[config.mk]
export PLATFORM = sky130hd
export DESIGN_NAME = kypd_scan_ctrl
export DESIGN_NICKNAME = d
export VERILOG_FILES = /design/src/rtl/kypd_scan_ctrl.sv
export SDC_FILE = /design/constraint.sdc
export NUM_CORES = 1
export LEC_CHECK = 0
export CORE_MARGIN = 4
export CORE_UTILIZATION = 25
export CTS_BUF_LIST = sky130_fd_sc_hd__clkbuf_2 sky130_fd_sc_hd__clkbuf_4 sky130_fd_sc_hd__clkbuf_8
export DETAILED_ROUTE_END_ITERATION = 10
export PLACE_DENSITY_LB_ADDON = 0.15
export SYNTH_ARGS = -nofsm -noshare
export SYNTH_HDL_FRONTEND = slang
export SYNTH_SLANG_ARGS = --single-unit
export TNS_END_PERCENT = 5
[constraint.sdc]
create_clock -name clk -period 21.8 [get_ports clk]
set_clock_uncertainty 0.05 [all_clocks]
set_input_delay 6.54 -clock clk [delete_from_list [all_inputs] [get_ports clk]]
set_output_delay 6.54 -clock clk [all_outputs]
set_load 0.005 [all_outputs]
[src/rtl/kypd_scan_ctrl.sv]
// kypd_scan_ctrl: scan sequencer for the 4x4 PmodKYPD keypad.
// Drives one column low at a time, samples the synchronized active-low rows,
// classifies each full sweep (none / one key / several keys), debounces the
// sweep results and emits a registered, one-cycle key event with a hex code.
// Optional feature macro: KYPD_REPEAT_EN (auto-repeat of the held key).
module kypd_scan_ctrl #(
    parameter int SCAN_CYCLES    = 100000,
    parameter int DEBOUNCE_SCANS = 4,
    parameter int REPEAT_SCANS   = 250
) (
    input  logic       clk,
    input  logic       rst,
    input  logic [3:0] row,
    output logic [3:0] col,
    output logic [3:0] key_code,
    output logic       key_valid,
    output logic       key_down
);

    localparam int CCNT_W = $clog2(SCAN_CYCLES);
    localparam int RUN_W  = $clog2(DEBOUNCE_SCANS + 1);

    localparam logic [CCNT_W-1:0] CCNT_LAST = CCNT_W'(SCAN_CYCLES - 1);
    localparam logic [RUN_W-1:0]  RUN_ONE   = RUN_W'(1);
    localparam logic [RUN_W-1:0]  RUN_FULL  = RUN_W'(DEBOUNCE_SCANS);

    // Sweep result classes
    localparam logic [1:0] RES_NONE  = 2'b00;
    localparam logic [1:0] RES_ONE   = 2'b01;
    localparam logic [1:0] RES_MULTI = 2'b10;

    // Active-low column drive pattern for column index c.
    function automatic logic [3:0] col_drive(input logic [1:0] c);
        logic [3:0] v;
        case (c)
            2'd0:    v = 4'b1110;
            2'd1:    v = 4'b1101;
            2'd2:    v = 4'b1011;
            2'd3:    v = 4'b0111;
            default: v = 4'b1110;
        endcase
        return v;
    endfunction

    // Hex legend of the key at position {column, row}.
    function automatic logic [3:0] key_map(input logic [3:0] pos);
        logic [3:0] v;
        case (pos)
            4'h0:    v = 4'h1;
            4'h1:    v = 4'h4;
            4'h2:    v = 4'h7;
            4'h3:    v = 4'h0;
            4'h4:    v = 4'h2;
            4'h5:    v = 4'h5;
            4'h6:    v = 4'h8;
            4'h7:    v = 4'hF;
            4'h8:    v = 4'h3;
            4'h9:    v = 4'h6;
            4'hA:    v = 4'h9;
            4'hB:    v = 4'hE;
            4'hC:    v = 4'hA;
            4'hD:    v = 4'hB;
            4'hE:    v = 4'hC;
            4'hF:    v = 4'hD;
            default: v = 4'h0;
        endcase
        return v;
    endfunction

    // Row synchronizer
    logic [3:0] row_meta_r;
    logic [3:0] row_sync_r;

    // Scan state
    logic [1:0]        cidx_r;
    logic [CCNT_W-1:0] ccnt_r;
    logic [3:0]        col_r;
    logic              col_done_s;
    logic              sweep_done_s;

    // Column samples of the current sweep (column 3 is taken live)
    logic [3:0] slot0_r;
    logic [3:0] slot1_r;
    logic [3:0] slot2_r;

    // Sweep classification
    logic [15:0] lows_s;
    logic [4:0]  cnt_s;
    logic [3:0]  pos_s;
    logic [1:0]  res_kind_s;
    logic [3:0]  res_code_s;

    // Debounce state
    logic [1:0]       last_kind_r;
    logic [3:0]       last_code_r;
    logic [RUN_W-1:0] run_r;
    logic [RUN_W-1:0] run_next_s;
    logic             same_s;
    logic             run_full_s;
    logic             press_s;
    logic             release_s;
    logic             repeat_s;

    // Output registers
    logic [3:0] key_code_r;
    logic       key_down_r;
    logic       key_valid_r;

    assign col_done_s   = (ccnt_r == CCNT_LAST);
    assign sweep_done_s = col_done_s && (cidx_r == 2'd3);

    assign col       = col_r;
    assign key_code  = key_code_r;
    assign key_valid = key_valid_r;
    assign key_down  = key_down_r;

    // Two-flop synchronizer on the asynchronous keypad rows (idle = pulled up).
    always_ff @(posedge clk) begin
        if (rst) begin
            row_meta_r <= 4'hF;
            row_sync_r <= 4'hF;
        end else begin
            row_meta_r <= row;
            row_sync_r <= row_meta_r;
        end
    end

    // Column scan: hold each column for SCAN_CYCLES cycles, then advance.
    always_ff @(posedge clk) begin
        if (rst) begin
            cidx_r <= 2'd0;
            ccnt_r <= {CCNT_W{1'b0}};
            col_r  <= 4'b1110;
        end else if (col_done_s) begin
            cidx_r <= cidx_r + 2'd1;
            ccnt_r <= {CCNT_W{1'b0}};
            col_r  <= col_drive(cidx_r + 2'd1);
        end else begin
            ccnt_r <= ccnt_r + CCNT_W'(1);
        end
    end

    // Capture the settled row pattern at the end of columns 0..2.
    always_ff @(posedge clk) begin
        if (rst) begin
            slot0_r <= 4'hF;
            slot1_r <= 4'hF;
            slot2_r <= 4'hF;
        end else if (col_done_s) begin
            case (cidx_r)
                2'd0:    slot0_r <= row_sync_r;
                2'd1:    slot1_r <= row_sync_r;
                2'd2:    slot2_r <= row_sync_r;
                default: slot0_r <= slot0_r;
            endcase
        end else begin
            slot0_r <= slot0_r;
        end
    end

    // Classify the full sweep: count pressed positions and locate the last one.
    always_comb begin
        lows_s = ~{row_sync_r, slot2_r, slot1_r, slot0_r};
        cnt_s  = 5'd0;
        pos_s  = 4'd0;
        for (int i = 0; i < 16; i++) begin
            if (lows_s[i]) begin
                cnt_s = cnt_s + 5'd1;
                pos_s = 4'(i);
            end else begin
                cnt_s = cnt_s;
            end
        end
        if (cnt_s == 5'd0) begin
            res_kind_s = RES_NONE;
        end else if (cnt_s == 5'd1) begin
            res_kind_s = RES_ONE;
        end else begin
            res_kind_s = RES_MULTI;
        end
        res_code_s = key_map(pos_s);
    end

    // Run-length of identical sweep results and the accept decisions.
    always_comb begin
        same_s = (res_kind_s == last_kind_r) &&
                 ((res_kind_s != RES_ONE) || (res_code_s == last_code_r));
        if (!same_s) begin
            run_next_s = RUN_ONE;
        end else if (run_r == RUN_FULL) begin
            run_next_s = RUN_FULL;
        end else begin
            run_next_s = run_r + RUN_ONE;
        end
        run_full_s = (run_next_s == RUN_FULL);
        press_s    = run_full_s && (res_kind_s == RES_ONE) &&
                     (!key_down_r || (res_code_s != key_code_r));
        release_s  = run_full_s && (res_kind_s == RES_NONE) && key_down_r;
    end

`ifdef KYPD_REPEAT_EN
    localparam int               REP_W    = $clog2(REPEAT_SCANS + 1);
    localparam logic [REP_W-1:0] REP_LAST = REP_W'(REPEAT_SCANS - 1);

    logic [REP_W-1:0] rep_cnt_r;
    logic [REP_W-1:0] rep_next_s;
    logic             hold_s;

    // Count sweeps that keep showing the accepted key; fire every REPEAT_SCANS.
    always_comb begin
        hold_s     = key_down_r && (res_kind_s == RES_ONE) && (res_code_s == key_code_r);
        repeat_s   = 1'b0;
        rep_next_s = {REP_W{1'b0}};
        if (hold_s) begin
            if (rep_cnt_r == REP_LAST) begin
                repeat_s   = 1'b1;
                rep_next_s = {REP_W{1'b0}};
            end else begin
                rep_next_s = rep_cnt_r + REP_W'(1);
            end
        end else begin
            rep_next_s = {REP_W{1'b0}};
        end
    end

    // Repeat sweep counter, advanced once per sweep.
    always_ff @(posedge clk) begin
        if (rst) begin
            rep_cnt_r <= {REP_W{1'b0}};
        end else if (sweep_done_s) begin
            rep_cnt_r <= rep_next_s;
        end else begin
            rep_cnt_r <= rep_cnt_r;
        end
    end
`else
    // Repeat disabled: the pulse is tied off. The parameter stays referenced
    // so both builds accept the same parameter set; it folds to a constant.
    localparam logic REP_CFG = (REPEAT_SCANS > 0);
    assign repeat_s = 1'b0 & REP_CFG;
`endif

    // Debounce registers and key outputs, updated at the end of each sweep.
    always_ff @(posedge clk) begin
        if (rst) begin
            last_kind_r <= RES_NONE;
            last_code_r <= 4'h0;
            run_r       <= {RUN_W{1'b0}};
            key_code_r  <= 4'h0;
            key_down_r  <= 1'b0;
            key_valid_r <= 1'b0;
        end else if (sweep_done_s) begin
            last_kind_r <= res_kind_s;
            last_code_r <= res_code_s;
            run_r       <= run_next_s;
            key_valid_r <= press_s | repeat_s;
            if (press_s) begin
                key_code_r <= res_code_s;
                key_down_r <= 1'b1;
            end else if (release_s) begin
                key_down_r <= 1'b0;
            end else begin
                key_down_r <= key_down_r;
            end
        end else begin
            key_valid_r <= 1'b0;
        end
    end

endmodule

==> flow_metrics.tcl, run 1 <==
set metrics [dict create \
    worst_ir_drop_vdd_mv 0.0335 \
    p_sw_share_pct 24.3 \
    pwr_density_cell_nw_per_um2 44.1 \
    crit-reg2reg-capture "key_code[3]" \
    cts.sink_count 58 \
    syn_inst 549 \
    cts_setup_buffers 0 \
    hold_violations 0 \
    clock_power_share_pct 43.4 \
    fin_nets 584 \
    syn-num-nets 580 \
    clk-insertion-delay-late_ns 0.34 \
    post_route_cells_drive_above_1_share_pct 9.86 \
    worstPathMaxFanout 11 \
    top_level_ports 16 \
    setup-tns-final_ns 0 \
    globalplace.congestion 0.806 \
    holdBufCountCts 0 \
    period_minus_slack_ns 10.79 \
    slew_of_the_pin_with_the_lowest_slew_margin_ns 0.851 \
    cts_resized 0 \
    grt_use_total_pct 10.7 \
    slew_viol_final 0 \
    rr_startpoint "slot0_r[1]" \
    yosysTopAreaCell "sky130_fd_sc_hd__dfxtp_1" \
    synth.avg_cell_area_sq_um 8.12 \
    grt_remaining_overflow 0 \
    critical_path.startpoint "slot0_r[1]" \
    worstPathArrival_ns 10.92 \
    yosys_most_used_dff "sky130_fd_sc_hd__dfxtp_1" \
    grt_start_max_net_pins 30 \
    mappedNetlistArea_sq_um 4460 \
    hold_path_end "row_sync_r[3]" \
    fmax_ghz 0.0927 \
    timing.max_slew.rel_slack_pct 42.8 \
    firstDrtPassIters 5 \
    hold_path_depth 1 \
    num_cts_buffers 9 \
    final_cells 783 \
    yosysWarnings 0 \
    postSynth.asyncResetShare_pct 0 \
    mostFrequentLayoutCells "sky130_fd_sc_hd__nand2_1 (59), sky130_fd_sc_hd__dfxtp_1 (58), sky130_fd_sc_hd__nor2_1 (57), sky130_fd_sc_hd__nand3_1 (36), sky130_fd_sc_hd__xnor2_1 (36)" \
    die_ht_microns 142 \
    dp_cell_count 767 \
    clk_transition_reported_paths_ns 0.06 \
    cts-root-to-sink-buffers 2 \
    grt_setup_unrepaired "no" \
    final_common_cell "sky130_fd_sc_hd__nand2_1" \
    areaGrowthSynthToFinish_pct 12.0 \
    synthDominantCellAreaShare_pct 26.0 \
    wire_per_inst_microns 12.9 \
    critPathKind "register to register" \
    routed_via_density 4.65 \
    setup.worst_path.start_class "register" \
    ys_seq_elements 58 \
    synth_area_leaders "sky130_fd_sc_hd__dfxtp_1 (26%), sky130_fd_sc_hd__xnor2_1 (7.1%), sky130_fd_sc_hd__ha_1 (7.0%), sky130_fd_sc_hd__nand2_1 (5.0%), sky130_fd_sc_hd__nor2_1 (4.8%)" \
    design.die.area_sq_um 20000 \
    drt_drc_violations_left 0 \
    maxCapViolCount 0 \
    slowest_delay_ns 0.45 \
    holdCritStartpoint "row_meta_r[3]" \
    min-delay-path-class "register to register" \
    ctsRootBufferMaster "sky130_fd_sc_hd__clkbuf_8" \
    cts_max_level 3 \
    internal_power_w 0.000167 \
    grt_pass1_vias 3682 \
    routed-via-count 3643 \
    worst_ep_required_ns 21.94 \
    synth_seq_area_share_pct 26.0 \
    end_kind "register" \
    post-dp-hpwl_microns 7750 \
    core_area_sq_um 17400 \
    sequentialPowerShare_pct 49.3 \
    chipWidth_microns 142 \
    static_leakage_nw 2.03 \
    critical_path_s_most_frequent_cell "sky130_fd_sc_hd__ha_1" \
    r2r_slack_ns 11.01 \
    nFillCells 1871 \
    cts_tree "built" \
    run_status "completed" \
    ant_nets 0 \
    synth_enable_flop_cells 0 \
    final_antenna_diode_count 0 \
    finalWirelength_microns 10100 \
    ff2ff_path_depth 51 \
    timing.final.setup_violations 0 \
    critPathSlowestCell "sky130_fd_sc_hd__or4b_1" \
    synth_cell_types 70 \
    p_comb_share_pct 7.3 \
    switching_power_w 0.0000535 \
    initial_utilization_pct 25.6 \
    min_period_over_period_pct 49.5 \
    rows 48 \
    drtIter0Drc 130 \
    numPortBuffers 15 \
    global_route_wire_length_before_repair_microns 17700 \
    antenna_found_initial 0 \
]
## critical path: cells and delay by family (launching register included)
kind / cells / cell delay, ns
fa+ha+maj: 14 / 3.93
simple gates: 19 / 3.29
compound gates: 12 / 2.26
flops: 1 / 0.35
buf+inv: 4 / 0.32
mux: 1 / 0.21
xor+xnor: 1 / 0.19
## logic make-up (layout without fill, tap and decap cells)
logic type | count (synthesis) | after routing | share of synthesized area, %
AO/OA/AOI/OAI | 88 | 88 | 13.0
XOR/XNOR | 68 | 68 | 17.5
adder cells (fa/ha/maj) | 26 | 26 | 7.24
buffers and inverters | 46 | 55 | 4.29
flip-flops | 58 | 58 | 26.0
multiplexers | 12 | 12 | 2.81
AND/OR/NAND/NOR | 251 | 251 | 29.1
## power groups by stage
stage               registers (W)  logic [W]  clock network [W]
floorplan                0.000110  0.0000132                  0
global route             0.000109  0.0000183           0.000104
detailed placement       0.000111  0.0000163                  0
finish                   0.000109  0.0000161          0.0000955
CTS                      0.000109  0.0000163          0.0000995
global placement         0.000111  0.0000160                  0
## synth_stat cells, drive strengths merged, types with 5 or more instances
master and n:
a21oi 22, a31oi 12, and2 8, buf 5, clkbuf 19, dfxtp 58
ha 25, inv 21, mux2i 11, nand2 59, nand2b 9, nand3 36
nor2 57, nor2b 16, nor3 11, o211ai 8, o21ai 21, or2 14
or3 6, xnor2 42, xnor3 5, xor2 19
## per-stage QoR
step / instance area (sq um) / hold slack (ns) / utilization [%] / worst slack (ns) / total power, W
final: 4990 / 0.358 / 28.7 / 11.01 / 0.000220
after global routing: 4990 / 0.374 / 28.7 / 10.05 / 0.000232
after CTS: 4990 / 0.364 / 28.7 / 10.94 / 0.000225
after detailed placement: 4800 / 0.348 / 27.6 / 11.01 / 0.000127
after global placement: 4800 / 0.343 / 27.6 / 11.26 / 0.000127
after floorplan: 4460 / 0.339 / - / 12.01 / 0.000123
## layer usage
layer | GRT usage [%] | up-vias | part of all wire, %
met5 | 0 | - | 0
met4 | 3.74 | 0 | 1.5
met3 | 1.55 | 13 | 2.0
met2 | 18.1 | 27 | 47
met1 | 13.8 | 1693 | 49
li1 | - | 1910 | -
## how the worst max path moves through the flow
stage               slack [ns]           to  cells after the start
detailed placement       11.01  key_code[3]                     51
global route             10.05  key_code[3]                     51
floorplan                12.01     run_r[0]                     51
global placement         11.26  key_code[3]                     51
finish                   11.01  key_code[3]                     51
CTS                      10.94  key_code[3]                     51
## area by class of cell
type,instances,area (sq um),share of cell area [%]
Tap cell,225,282,5.64
Multi-Input combinational cell,445,3110,62.3
Sequential cell,58,1160,23.3
Clock buffer,14,180,3.61
Clock inverter,2,10.0,0.200
Timing Repair Buffer,17,165,3.31
Inverter,22,82.6,1.65
## registers in the layout, summed over array words and instances (netlist names)
signal	count
run_r	3
slot0_r	4
slot2_r	4
key_down	1
last_kind_r	2
ccnt_r	17
col	4
last_code_r	4
slot1_r	4
key_code	4
row_sync_r	4
row_meta_r	4
key_valid	1
cidx_r	2
Note: power is estimated with default switching activity, not from simulation.
==> run 2, diff against run 1 <==
Clock period 21.8 ns to 10.4 ns, I/O delays scaled along.
==> run 2 against run 1 <==
Compared with the run above:
- register-to-register slack got worse by 10 ns
- maximum frequency is 9.5% higher
- wire length rose by 5.1%
- sequential power increased by 110%
- sequential share of layout area is 1.3 points lower
- power up 140%
- global-route usage rose by 0.11 points
- combinational power rose by 140%
- first-iteration DRC count rose by 15%
- clock power grew to 2.7 times the previous value
- die area unchanged
- worst setup slack got worse by 10 ns
==> flow_metrics.tcl, run 2 (synthesis gave the netlist of run 1 again) <==
set metrics [dict create \
    run_status "completed" \
    slowest_delay_ns 0.46 \
    largest_register "ccnt_r" \
    critPathKind "register to register" \
    design.die.area_sq_um 20000 \
    grt_pass1_vias 3610 \
    critPathSlowestCell "sky130_fd_sc_hd__or4b_4" \
    clk-insertion-delay-late_ns 0.35 \
    cts-root-to-sink-buffers 2 \
    mostFrequentLayoutCells "sky130_fd_sc_hd__nor2_1 (57), sky130_fd_sc_hd__nand2_1 (57), sky130_fd_sc_hd__dfxtp_1 (56), sky130_fd_sc_hd__nand3_1 (36), sky130_fd_sc_hd__xnor2_1 (35)" \
    static_leakage_nw 2.10 \
    fin_nets 599 \
    min-delay-path-class "register to register" \
    chipWidth_microns 142 \
    multi_input_combinational_cell_area_sq_um 3250 \
    slew_of_the_pin_with_the_lowest_slew_margin_ns 0.903 \
    top_level_ports 16 \
    worst_ep_required_ns 10.59 \
    fmax_ghz 0.102 \
    rows 48 \
    min_period_over_period_pct 94.7 \
    minimum_setup_slack_after_placement_ns -0.0665 \
    wire_per_inst_microns 13.3 \
    path_buf_inv 4 \
    setup.worst_path.start_class "register" \
    initial_utilization_pct 25.6 \
    ant_nets 0 \
    worstPathMaxFanout 5 \
    maxCapViolCount 0 \
    globalplace.congestion 0.778 \
    clk_transition_reported_paths_ns 0.07 \
    antenna_found_initial 0 \
    final_antenna_diode_count 0 \
    fin_hold_ws_ns 0.357 \
    critical_path_s_most_frequent_cell "sky130_fd_sc_hd__ha_1" \
    global_route_wire_length_before_repair_microns 17700 \
    grt_use_total_pct 10.8 \
    finalWirelength_microns 10600 \
    end_kind "register" \
    pwr_density_cell_nw_per_um2 98.3 \
    period_minus_slack_ns 9.85 \
    cts_max_level 3 \
    hold_violations 0 \
    core_area_sq_um 17400 \
    routed-via-count 3731 \
    slew_viol_final 0 \
    largest_reg_flops 17 \
    timing.max_slew.rel_slack_pct 39.3 \
    nFillCells 1910 \
    grt_remaining_overflow 0 \
    cts.sink_count 58 \
    final-seq-area_sq_um 1160 \
    grt_start_max_net_pins 30 \
    post_route_cells_drive_above_1_share_pct 15.9 \
    die_ht_microns 142 \
    cp_top_family "adder cells" \
    post-dp-hpwl_microns 7900 \
    num_cts_buffers 9 \
    firstDrtPassIters 4 \
    final.setup.worst_slack_ns 0.552 \
    drtIter0Drc 150 \
    numPortBuffers 15 \
    timing.final.setup_violations 0 \
    drt_drc_violations_left 0 \
    worstPathArrival_ns 10.03 \
    worst_ir_drop_vdd_mv 0.127 \
    ctsRootBufferMaster "sky130_fd_sc_hd__clkbuf_8" \
    routed_via_density 4.68 \
    areaGrowthSynthToFinish_pct 18.6 \
    cts_tree "built" \
]
==> run 2: final cells by class <==
| type | count | area share [%] |
|---|---|---|
| Inverter | 22 | 1.56 |
| Tap cell | 225 | 5.32 |
| Sequential cell | 58 | 22.0 |
| Multi-Input combinational cell | 445 | 61.4 |
| Clock inverter | 6 | 1.99 |
| Clock buffer | 10 | 2.48 |
| Timing Repair Buffer | 32 | 5.25 |
==> run 2: metal layers <==
metal	share of wire, %	vias to the layer above	GRT usage [%]
li1	-	1936	-
met1	49	1750	14.3
met2	47	29	17.4
met3	1.7	16	1.99
met4	1.7	0	3.84
met5	0	-	0
==> run 2: stage by stage <==
step	area (sq um)	power, W	setup TNS, ns	util [%]	instances
2_1_floorplan	4460	0.000258	0	-	549
3_3_place_gp	4860	0.000268	0	27.9	774
3_5_place_dp	4860	0.000268	-0.177	27.9	774
4_1_cts	5110	0.000525	0	29.3	791
5_1_grt	5290	0.000542	-0.182	30.4	798
6_report	5290	0.000520	0	30.4	798
==> run 2: what timing repair did <==
action	4_1_cts	5_1_grt
endpoints found under the hold margin	0	0
resized for setup	1	24
hold buffers	0	0
setup endpoints to repair	8	11
setup buffers	1	7
pin swaps	0	9
==> run 2: final timing paths <==
kind / startpoint / endpoint / slack [ns] / cells past startpoint
worst min-delay path: row_meta_r[3] / row_sync_r[3] / 0.36 / 1
worst max register to register: slot0_r[0] / run_r[0] / 0.55 / 51
worst max-delay path: slot0_r[0] / run_r[0] / 0.55 / 51
worst min register to register: row_meta_r[3] / row_sync_r[3] / 0.36 / 1
==> run 2: where the power goes <==
part	internal, W	switching (W)	leakage [nW]
Sequential	0.000224	0.00000351	0.469
Clock	0.000161	0.0000934	0.123
Combinational	0.0000169	0.0000212	1.51
Total	0.000402	0.000118	2.10
==> run 3, diff against run 2 <==
Settings changed: HOLD_SLACK_MARGIN set to 0.15.
==> results of run 3 <==
Final layout, timing and power as in run 2 (identical DEF).
